<file path="src/rtl/countdown_timer_if.sv">
// Control/status bundle for countdown_timer: start/abort/enable/load/prescale in,
// count/busy/done/zero out.
interface countdown_timer_if #(
   parameter int WIDTH = 8,
   parameter int PRE_W = 4
);
   logic             start;
   logic             abort;
   logic             en;
   logic [WIDTH-1:0] v;
   logic [PRE_W-1:0] div;
   logic [WIDTH-1:0] count;
   logic             busy;
   logic             done;
   logic             zero;

   modport master (
      output start, abort, en, v, div,
      input  count, busy, done, zero
   );

   modport slave (
      input  start, abort, en, v, div,
      output count, busy, done, zero
   );
endinterface

</file>
<file path="src/rtl/countdown_timer.sv">
// Loadable prescaled down-counter with one-cycle done pulse on expiry.
// Define COUNTDOWN_RELOAD_EN for periodic mode (reload from v at expiry); default is one-shot.
module countdown_timer #(
   parameter int WIDTH = 8,
   parameter int PRE_W = 4
) (
   input  logic                  clk,
   input  logic                  rst,
   countdown_timer_if.slave      tmr
);

   typedef enum logic {S_IDLE, S_RUN} state_t;

   state_t           r_state;
   state_t           w_state_nxt;
   logic [WIDTH-1:0] r_count;
   logic [WIDTH-1:0] w_count_nxt;
   logic [PRE_W-1:0] r_pre_cnt;
   logic [PRE_W-1:0] w_pre_nxt;
   logic             r_busy;
   logic             r_done;
   logic             w_done_nxt;

   always_ff @(posedge clk or negedge rst) begin
      if (!rst) begin
         r_state   <= S_IDLE;
         r_count   <= '0;
         r_pre_cnt <= '0;
         r_busy    <= 1'b0;
         r_done    <= 1'b0;
      end else begin
         r_state   <= w_state_nxt;
         r_count   <= w_count_nxt;
         r_pre_cnt <= w_pre_nxt;
         r_busy    <= (w_state_nxt == S_RUN);
         r_done    <= w_done_nxt;
      end
   end

   always_comb begin
      w_state_nxt = r_state;
      w_count_nxt = r_count;
      w_pre_nxt   = r_pre_cnt;
      w_done_nxt  = 1'b0;

      if (tmr.abort) begin
         w_state_nxt = S_IDLE;
         w_count_nxt = '0;
         w_pre_nxt   = '0;
      end else if (tmr.start) begin
         w_pre_nxt = '0;
         if (tmr.v != '0) begin
            w_count_nxt = tmr.v;
            w_state_nxt = S_RUN;
         end else begin
            w_count_nxt = '0;
            w_done_nxt  = 1'b1;
            w_state_nxt = S_IDLE;
         end
      end else if (r_state == S_RUN && tmr.en) begin
         // A pre_cnt left above a newly lowered div wraps through zero before matching.
         if (r_pre_cnt != tmr.div) begin
            w_pre_nxt = r_pre_cnt + PRE_W'(1);
         end else begin
            w_pre_nxt = '0;
            if (r_count > WIDTH'(1)) begin
               w_count_nxt = r_count - WIDTH'(1);
            end else begin
               w_done_nxt = 1'b1;
`ifdef COUNTDOWN_RELOAD_EN
               if (tmr.v != '0) begin
                  w_count_nxt = tmr.v;
               end else begin
                  w_count_nxt = '0;
                  w_state_nxt = S_IDLE;
               end
`else
               w_count_nxt = '0;
               w_state_nxt = S_IDLE;
`endif
            end
         end
      end
   end

   assign tmr.count = r_count;
   assign tmr.busy  = r_busy;
   assign tmr.done  = r_done;
   assign tmr.zero  = (r_count == '0);

endmodule

</file>
<file path="src/flat_wrapper.sv">
// flat-port wrapper written by rule: the top's interface ports become plain ports
module countdown_timer_flat 
#(
   parameter int WIDTH = 8,
   parameter int PRE_W = 4
)
  (clk, rst, tmr_start, tmr_abort, tmr_en, tmr_v, tmr_div, tmr_count, tmr_busy, tmr_done, tmr_zero);
  countdown_timer_if #(.WIDTH(WIDTH), .PRE_W(PRE_W)) tmr_i ();
  input  logic clk;
  input  logic rst;
  input wire logic [$bits(tmr_i.start)-1:0] tmr_start;
  input wire logic [$bits(tmr_i.abort)-1:0] tmr_abort;
  input wire logic [$bits(tmr_i.en)-1:0] tmr_en;
  input wire logic [$bits(tmr_i.v)-1:0] tmr_v;
  input wire logic [$bits(tmr_i.div)-1:0] tmr_div;
  output wire logic [$bits(tmr_i.count)-1:0] tmr_count;
  output wire logic [$bits(tmr_i.busy)-1:0] tmr_busy;
  output wire logic [$bits(tmr_i.done)-1:0] tmr_done;
  output wire logic [$bits(tmr_i.zero)-1:0] tmr_zero;
  assign tmr_i.start = tmr_start;
  assign tmr_i.abort = tmr_abort;
  assign tmr_i.en = tmr_en;
  assign tmr_i.v = tmr_v;
  assign tmr_i.div = tmr_div;
  assign tmr_count = tmr_i.count;
  assign tmr_busy = tmr_i.busy;
  assign tmr_done = tmr_i.done;
  assign tmr_zero = tmr_i.zero;
  countdown_timer #(.WIDTH(WIDTH), .PRE_W(PRE_W)) u_core (.clk(clk), .rst(rst), .tmr(tmr_i));
endmodule
</file>
<file path="config.mk">
export PLATFORM = sky130hd
export DESIGN_NAME = countdown_timer_flat
export DESIGN_NICKNAME = d
export VERILOG_FILES = /design/src/rtl/countdown_timer_if.sv /design/src/rtl/countdown_timer.sv /design/src/flat_wrapper.sv
export SDC_FILE = /design/constraint.sdc
export NUM_CORES = 1
export LEC_CHECK = 0
export CAP_MARGIN = 20
export CORE_ASPECT_RATIO = 1.2
export CORE_MARGIN = 3
export CORE_UTILIZATION = 50
export DETAILED_ROUTE_END_ITERATION = 10
export GPL_TIMING_DRIVEN = 0
export PLACE_DENSITY_LB_ADDON = 0.1
export SLEW_MARGIN = 20
export SYNTH_ARGS = -nofsm -noshare
export SYNTH_HDL_FRONTEND = slang
export SYNTH_SLANG_ARGS = --single-unit
</file>
<file path="constraint.sdc">
create_clock -name clk -period 3.6 [get_ports clk]
set_input_delay 0.72 -clock clk [delete_from_list [all_inputs] [get_ports clk]]
set_output_delay 0.72 -clock clk [all_outputs]
set_load 0.05 [all_outputs]
</file>
Word level (Yosys, flattened, before mapping)
Index checks and enable logic that the tools add are counted.
- flip-flop bits (word level): 14
- input port bits: 17
- output and inout bits: 11
- word-level logic and storage cells: 38
- multiplexer cells: 22
- $add $sub $neg: 2
- eq/ne operators: 3
- $lt $le $gt $ge: 1
- reduce and logical (&&, ||, !) cells: 6
- operators with widths (kind ; count):
    8-bit 2-to-1 mux ; 6
    4-bit 2-to-1 mux ; 4
    1-bit 2-to-1 mux ; 12
    8-bit by 1-bit greater-than comparator with 1-bit output, second input constant ; 1
    8-bit logical NOT ; 1
    8-bit nonzero test ; 1
    8-bit by 1-bit subtractor with 8-bit output, second input constant ; 1
    3-bit != test, second input constant ; 2
    4-bit by 1-bit adder with 4-bit output, second input constant ; 1
    4-bit != test ; 1
    3-bit AND reduction ; 1
    3-bit nonzero test ; 1
    2-bit AND reduction ; 1
    1-bit logical AND ; 1

Longest topological paths before layout
Gate-level depths: netlist (run 1).
- word-level depth: 6
- mapped depth: 6
- mapped depth without buffers: 6

Least setup slack after synthesis (run 1)
OpenSTA, ideal clock, no wires.
- path kind: reg-to-output
- start: reg u_core.r_count[5], in the netlist u_core.tmr.count[5]
- end: out tmr_zero
- stages on the path, launching flop included: 3
- path slack: 1.313 ns
- path buffers: 0
- data required time: 2.880 ns
- arrival: 1.567 ns
- cells stage by stage: dfrtp_1 nor4_4 and3_1
- word-level cells in the longest chain between the ends: 1
- RTL lines (element ; line ; source):
    start, declared ; countdown_timer.sv:16 ; logic [WIDTH-1:0] r_count;
    start signal, assigned ; countdown_timer.sv:33 ; r_count <= w_count_nxt;
    8-bit logical NOT ; countdown_timer.sv:89 ; assign tmr.zero = (r_count == '0);
    end, declared ; flat_wrapper.sv:19 ; output wire logic [$bits(tmr_i.zero)-1:0] tmr_zero;
No other way between the ends.

Worst setup path in the final report (run 1)
Same ends and word-level chain as after synthesis.

==> summary.log, run 1 <==
[outcome] result of the run complete, no violations
[critical_path] maximum cell stage delay along the critical path 800 ps
[critical_path] worst setup path endpoint tmr_zero
[detailed_routing] antenna-violating nets left 0
[floorplan] number of rows in the core area 16
[timing] Setup Skew 8.97 ps
[cells_and_area] number of antenna diodes 0
[synthesis] share of async-settable or async-resettable flops after synthesis 100%
[critical_path] worst setup path startpoint u_core.tmr.count[5]$_DFFE_PN0P_
[flow_run] Max-Cap Viols 0
[synthesis] largest cells by area after synthesis sky130_fd_sc_hd__dfrtp_1, sky130_fd_sc_hd__ha_1, sky130_fd_sc_hd__a21oi_1
[critical_path] Critical Path AT 2200 ps
[synthesis] post-synth cell types 38
[detailed_routing] Pre-antenna DRT Iters 4
[pwr] Leakage 0.530 nW
[floorplan] chip width 46.0 um
[grt] total routing usage reported by global routing 21.3%
[cells_and_area] growth of design area from synthesis to finish 32.9%
[pwr] cell-internal power 0.287 mW
[synthesis] gate count after technology mapping 108
[synthesis] Syn Std Cell Area 958 um^2
[floorplan] total die area 2480 um^2
[cells_and_area] Final #Nets 161
[pwr] fraction of power spent switching nets 39.0%
[synthesis] number of enable flip-flop cells after synthesis 0
[cts] clock tree from TritonCTS built
[floorplan] Die Span Y 54.0 um
[pwr] peak supply drop 0.000218 V
[critical_path] series of cell instances along the critical path nor4_4, and3_1, clkdlybuf4s50_1
[pwr] part of the total power dissipated in combinational logic 41.9%
[detailed_routing] Via-to-Cell Ratio 6.04
[critical_path] launch instance of the worst register-to-register path u_core.tmr.count[0]$_DFFE_PN0P_
[grt] total gr overflow 0
[grt] vias in the first global route 899
[pwr] Switch Pwr 0.184 mW
[cells_and_area] commonest cells after routing, fill and taps aside sky130_fd_sc_hd__clkdlybuf4s50_1, sky130_fd_sc_hd__dfrtp_1, sky130_fd_sc_hd__nand2_1, sky130_fd_sc_hd__nor2_1, sky130_fd_sc_hd__a21oi_1
[grt] largest net degree at the start of global routing 15
[cts] clock latency on the worst-skew pair 280 ps
[synthesis] Avg Synthesized Cell Area 8.87 um^2
[placement] Buffers on Ports 27
[timing] Final Cycle Share 81.2%
[cts] TritonCTS Sinks 14
[detailed_routing] overall routed net length 2400 um
[critical_path] critical register-to-register path endpoint u_core.tmr.count[6]$_DFFE_PN0P_
[critical_path] count of cells along the worst register-to-register path 6
[cells_and_area] most common cell after layout, fill and taps aside sky130_fd_sc_hd__clkdlybuf4s50_1
[timing] number of setup violations in the final report 0
[synthesis] count of synthesis-stage warnings from yosys 0
[pwr] Design Power 0.471 mW
[critical_path] category of the worst setup path capture point output port
[placement] Routability Congestion 0.909
[cts] number of cells upsized or downsized after cts 0
[critical_path] Worst Setup Start Kind flop
[synthesis] area share of the largest cell type after synthesis 36.6%
[cts] CTS buffer count 3
[grt] wire length of the first global-routing pass 3800 um
[cts] setup repair bufs after CTS 0
[worst_hold_path] Tightest Hold Check Type reg -> reg
[cts] clock input transition at the sequential cells of the worst setup and hold paths 80 ps
[cells_and_area] fillers 146
[cts] number of H-tree branching levels 1
[cells_and_area] share of final-layout standard cells stronger than drive strength 1 5.80%
[timing] FMAX 0.342 GHz
[cts] quantity of hold-fixing buffers added after cts 0
[critical_path] setup slack of the worst register-to-register path 1860 ps
[detailed_routing] wire per inst 15.4 um
[timing] final count of hold timing violations 0
[critical_path] critical path fanouts, max 6
[detailed_routing] via total after detailed routing 942
[critical_path] critical path type reg -> out
[pwr] P per Cell Area 369 nW/um^2
[timing] relative slew slack 56.4%
[synthesis] sequential area share after synthesis 36.6%
[timing] total negative setup slack 0 ps
[synthesis] flop and latch count out of synthesis 14
[detailed_routing] DRC marker count from the first detailed-route iteration 21
[placement] post-detailed-placement half-perimeter wirelength 1890 um
[pwr] clock share of power 18.5%
[floorplan] effective utilization at floorplan 55.7%
[floorplan] number of top-level pins 28
[timing] max-slew violation count 0
[critical_path] critical-path cell with the highest stage delay sky130_fd_sc_hd__clkdlybuf4s50_1
[critical_path] CP required 2880 ps
[grt] number of antenna violations at the first check in global routing 0
[synthesis] cell taking the most area after synthesis sky130_fd_sc_hd__dfrtp_1
[detailed_routing] DRC violation count after routing 0
[pwr] sequential share of power 39.6%
[timing] pin slew with the least headroom to its limit 653 ps
[timing] RSZ-0062 raised after global routing false
[synthesis] top_reg_cell synth sky130_fd_sc_hd__dfrtp_1
[cts] cell at the root of the clock tree sky130_fd_sc_hd__clkbuf_4
[synthesis] synthesized net count 129
[floorplan] placeable core region 1720 um^2
[cts] Max Buffers Root-to-Sink 2
[timing] time the final worst path needs with I/O delays and setup 2920 ps
-- sequential cells by signal, indices dropped and copies added (netlist names) --
register and cells:
u_core.r_pre_cnt 4, u_core.r_state 1, u_core.tmr.count 8, u_core.tmr.done 1
-- layout make-up --
class                      count  area, um^2  share of cell area [%]
buffer                         1        5.00                   0.393
multi-input combinational     87         581                    45.6
timing repair buffer          27         270                    21.2
clock buffer                   3        22.5                    1.77
inverter                       6        22.5                    1.77
sequential                    14         350                    27.5
tap                           18        22.5                    1.77
-- critical path: cells and delay by family (launching register included) --
family | cells | cell delay (ps)
simple gates | 2 | 640
buf+inv | 1 | 800
flops | 1 | 490
-- per-layer routing --
metal	vias to the layer above	share of wire (%)	global-route usage [%]
li1	461	-	-
met1	434	40	25.7
met2	43	50	37.4
met3	4	8.6	3.34
met4	0	1.0	7.58
met5	-	0	0
-- how the worst min path moves through the flow --
stage                                               start                         endpoint  slack [ps]  cells after the start
after floorplan                                       rst  u_core.r_pre_cnt[0]$_DFFE_PN0P_         420                      0
after global placement    u_core.tmr.count[3]$_DFFE_PN0P_  u_core.tmr.count[3]$_DFFE_PN0P_         550                      1
after detailed placement  u_core.tmr.count[3]$_DFFE_PN0P_  u_core.tmr.count[3]$_DFFE_PN0P_         560                      1
after CTS                 u_core.tmr.count[3]$_DFFE_PN0P_  u_core.tmr.count[3]$_DFFE_PN0P_         580                      1
after global routing      u_core.tmr.count[3]$_DFFE_PN0P_  u_core.tmr.count[3]$_DFFE_PN0P_         600                      1
final                     u_core.tmr.count[3]$_DFFE_PN0P_  u_core.tmr.count[3]$_DFFE_PN0P_         570                      1
-- cells by family after synthesis --
family | share of synthesized area (%)
xor gates and xnor gates | 7.31
DFF | 36.6
and+or+nand+nor | 20.2
muxes | 1.04
AOI/OAI and AO/OA | 26.8
buffers and inverters | 2.87
adders and majority gates | 5.22
-- power groups by stage --
stage | combinational, mW | clock [mW] | sequential [mW]
6_report | 0.197 | 0.0871 | 0.186
5_1_grt | 0.213 | 0.0922 | 0.189
4_1_cts | 0.198 | 0.0874 | 0.186
3_5_place_dp | 0.198 | 0 | 0.189
3_3_place_gp | 0.195 | 0 | 0.188
2_1_floorplan | 0.0903 | 0 | 0.227
-- synthesized netlist by cell type (2+ instances only) --
library cell / number
sky130_fd_sc_hd__a21oi_1: 9
sky130_fd_sc_hd__a22o_1: 4
sky130_fd_sc_hd__and3_1: 2
sky130_fd_sc_hd__dfrtp_1: 14
sky130_fd_sc_hd__ha_1: 4
sky130_fd_sc_hd__inv_1: 5
sky130_fd_sc_hd__nand2_1: 11
sky130_fd_sc_hd__nand3_1: 2
sky130_fd_sc_hd__nand4_1: 3
sky130_fd_sc_hd__nor2_1: 10
sky130_fd_sc_hd__nor3_1: 2
sky130_fd_sc_hd__o21ai_0: 6
sky130_fd_sc_hd__o21ai_1: 3
sky130_fd_sc_hd__o22ai_1: 2
sky130_fd_sc_hd__or4_1: 2
sky130_fd_sc_hd__xnor2_1: 5
sky130_fd_sc_hd__xor2_1: 3
-- through the flow --
stage / worst slack, ps / std cells / hold slack [ps] / utilization [%] / cell area, um^2
after floorplan: 1310 / 108 / 424 / - / 958
after global placement: 994 / 153 / 546 / 72.7 / 1250
after detailed placement: 1010 / 153 / 558 / 72.7 / 1250
after CTS: 684 / 156 / 576 / 74.0 / 1270
after global routing: 596 / 156 / 598 / 74.0 / 1270
final: 676 / 156 / 570 / 74.0 / 1270
(Power assumes the default switching activity.)
==> run 2, diff against run 1 <==
CORE_UTILIZATION = 46   (was 50)
clock period = 3 ns   (was 3.6 ns; I/O delays follow)
==> run 2 against run 1 <==
Non-clock buffer count unchanged. Sequential power grew 20%. Cell count increased by 0.64%. Count of clock-buffer cells in the layout is the same. Die area up 7.6%. Flip-flop and latch count unchanged. Cell area about the same. Sequential share of layout area barely moved. Utilization down 7.4 points. Power rose by 21%. Largest cell class unchanged. Highest routed layer unchanged.
==> summary.log, run 2 (synthesis gave the netlist of run 1 again) <==
[outcome] result of the run complete, no violations
[flow_run] Max-Cap Viols 0
[critical_path] CP required 2400 ps
[cts] number of H-tree branching levels 1
[floorplan] placeable core region 1910 um^2
[grt] largest net degree at the start of global routing 15
[placement] Routability Congestion 0.839
[cells_and_area] max reg flops 8
[cells_and_area] non-filler instance count after layout 157
[placement] setup slack at placement 517 ps
[cts] CTS buffer count 3
[detailed_routing] DRC violation count after routing 0
[cts] number of cells upsized or downsized after cts 0
[cells_and_area] growth of design area from synthesis to finish 33.0%
[grt] grt met2 use 33.0%
[timing] relative slew slack 57.4%
[critical_path] count of cells along the worst register-to-register path 6
[critical_path] critical register-to-register path endpoint u_core.tmr.count[6]$_DFFE_PN0P_
[critical_path] critical path fanouts, max 6
[worst_hold_path] Worst Hold Endpoint u_core.r_pre_cnt[3]$_DFFE_PN0P_
[grt] total gr overflow 0
[grt] layer carrying the most global-route usage met2
[timing] total negative setup slack 0 ps
[timing] final setup margin 189 ps
[placement] number of placed cells counting well taps 154
[cells_and_area] most common cell after layout, fill and taps aside sky130_fd_sc_hd__clkdlybuf4s50_1
[grt] total routing usage reported by global routing 20.0%
[grt] wire length of the first global-routing pass 3940 um
[timing] Final Cycle Share 93.7%
[cts] clock tree from TritonCTS built
[cts] Max Buffers Root-to-Sink 2
[placement] post-detailed-placement half-perimeter wirelength 1890 um
[grt] number of antenna violations at the first check in global routing 0
[timing] max-slew violation count 0
[timing] time the final worst path needs with I/O delays and setup 2810 ps
[detailed_routing] wire per inst 15.5 um
[cells_and_area] Final #Nets 161
[timing] final hold slack 563 ps
[cts] TritonCTS Sinks 14
[grt] GR Layer Usage met3 3.24%
[critical_path] Worst Setup Start Kind flop
[floorplan] effective utilization at floorplan 50.1%
[detailed_routing] DRC marker count from the first detailed-route iteration 29
[timing] pin slew with the least headroom to its limit 633 ps
[worst_hold_path] Tightest Hold Check Type reg -> reg
[pwr] Leakage 0.530 nW
[critical_path] category of the worst setup path capture point output port
[floorplan] number of top-level pins 28
[critical_path] Critical Path AT 2210 ps
[floorplan] number of rows in the core area 17
[detailed_routing] antenna-violating nets left 0
[timing] RSZ-0062 raised after global routing false
[critical_path] critical path type reg -> out
[detailed_routing] Pre-antenna DRT Iters 4
[cts] setup repair bufs after CTS 0
[critical_path] launch instance of the worst register-to-register path u_core.tmr.count[0]$_DFFE_PN0P_
[timing] Setup Skew 11.7 ps
[critical_path] setup slack of the worst register-to-register path 1270 ps
[cts] clock input transition at the sequential cells of the worst setup and hold paths 90 ps
[detailed_routing] via total after detailed routing 969
[timing] final count of hold timing violations 0
[cells_and_area] commonest cells after routing, fill and taps aside sky130_fd_sc_hd__clkdlybuf4s50_1, sky130_fd_sc_hd__dfrtp_1, sky130_fd_sc_hd__nand2_1, sky130_fd_sc_hd__nor2_1, sky130_fd_sc_hd__a21oi_1
[floorplan] total die area 2670 um^2
[cts] quantity of hold-fixing buffers added after cts 0
[floorplan] chip width 47.7 um
[grt] fraction of met1 tracks used by global routing 25.2%
[timing] FMAX 0.356 GHz
[placement] Buffers on Ports 27
[cts] clock latency on the worst-skew pair 290 ps
[cts] cell at the root of the clock tree sky130_fd_sc_hd__clkbuf_4
[worst_hold_path] hold_sp u_core.r_pre_cnt[3]$_DFFE_PN0P_
[detailed_routing] Via-to-Cell Ratio 6.17
[cells_and_area] share of final-layout standard cells stronger than drive strength 1 5.80%
[worst_hold_path] instance count along the most critical hold path 2
[grt] vias in the first global route 911
[detailed_routing] overall routed net length 2440 um
[floorplan] Die Span Y 56 um
[timing] number of setup violations in the final report 0
[pwr] peak supply drop 0.000361 V
[cells_and_area] number of antenna diodes 0
[pwr] P per Cell Area 447 nW/um^2
[run 2: cell counts in the layout (fill, tap and decap cells not counted)]
No cell type changed its count.
[run 2: worst max path at each step]
stage	from	endpoint	slack [ps]	depth (start not counted)
6_report	u_core.tmr.count[5]$_DFFE_PN0P_	tmr_zero	190	3
5_1_grt	u_core.tmr.count[5]$_DFFE_PN0P_	tmr_zero	100	3
4_1_cts	u_core.tmr.count[5]$_DFFE_PN0P_	tmr_zero	190	3
3_5_place_dp	u_core.tmr.count[5]$_DFFE_PN0P_	tmr_zero	520	3
3_3_place_gp	u_core.tmr.count[5]$_DFFE_PN0P_	tmr_zero	510	3
2_1_floorplan	u_core.tmr.count[5]$_DFFE_PN0P_	tmr_zero	830	2
[run 2: cell type report]
type,instances,area [um^2]
fillers,185,639
plain buffers,1,5.00
flip-flops and latches,14,350
clock buffers,3,22.5
repair buffers,27,270
well taps,19,23.8
inverters,6,22.5
multi-input cells,87,581
[run 2: critical path, stage by stage, from the launching register on]
cell and delay [ps]:
sky130_fd_sc_hd__dfrtp_1 490, sky130_fd_sc_hd__nor4_4 430, sky130_fd_sc_hd__and3_1 210, sky130_fd_sc_hd__clkdlybuf4s50_1 800
[run 2: where the power goes]
part | total, mW | leakage [nW] | internal, mW | switching, mW
sequential | 0.224 | 0.186 | 0.202 | 0.0211
combinational | 0.238 | 0.330 | 0.0953 | 0.143
clock | 0.108 | 0.0138 | 0.0466 | 0.0610
[run 2: per-stage QoR]
stage          power [mW]  util (%)  cell area, um^2
6_report            0.570      66.6             1270
2_1_floorplan       0.380         -              958
5_1_grt             0.600      66.6             1270
3_3_place_gp        0.461      65.4             1250
3_5_place_dp        0.465      65.4             1250
4_1_cts             0.570      66.6             1270
[run 2: layer usage]
metal,part of all wire (%),vias up
met4,1.8,0
met1,42,456
met2,49,44
met5,0,-
met3,7.0,7
li1,-,462
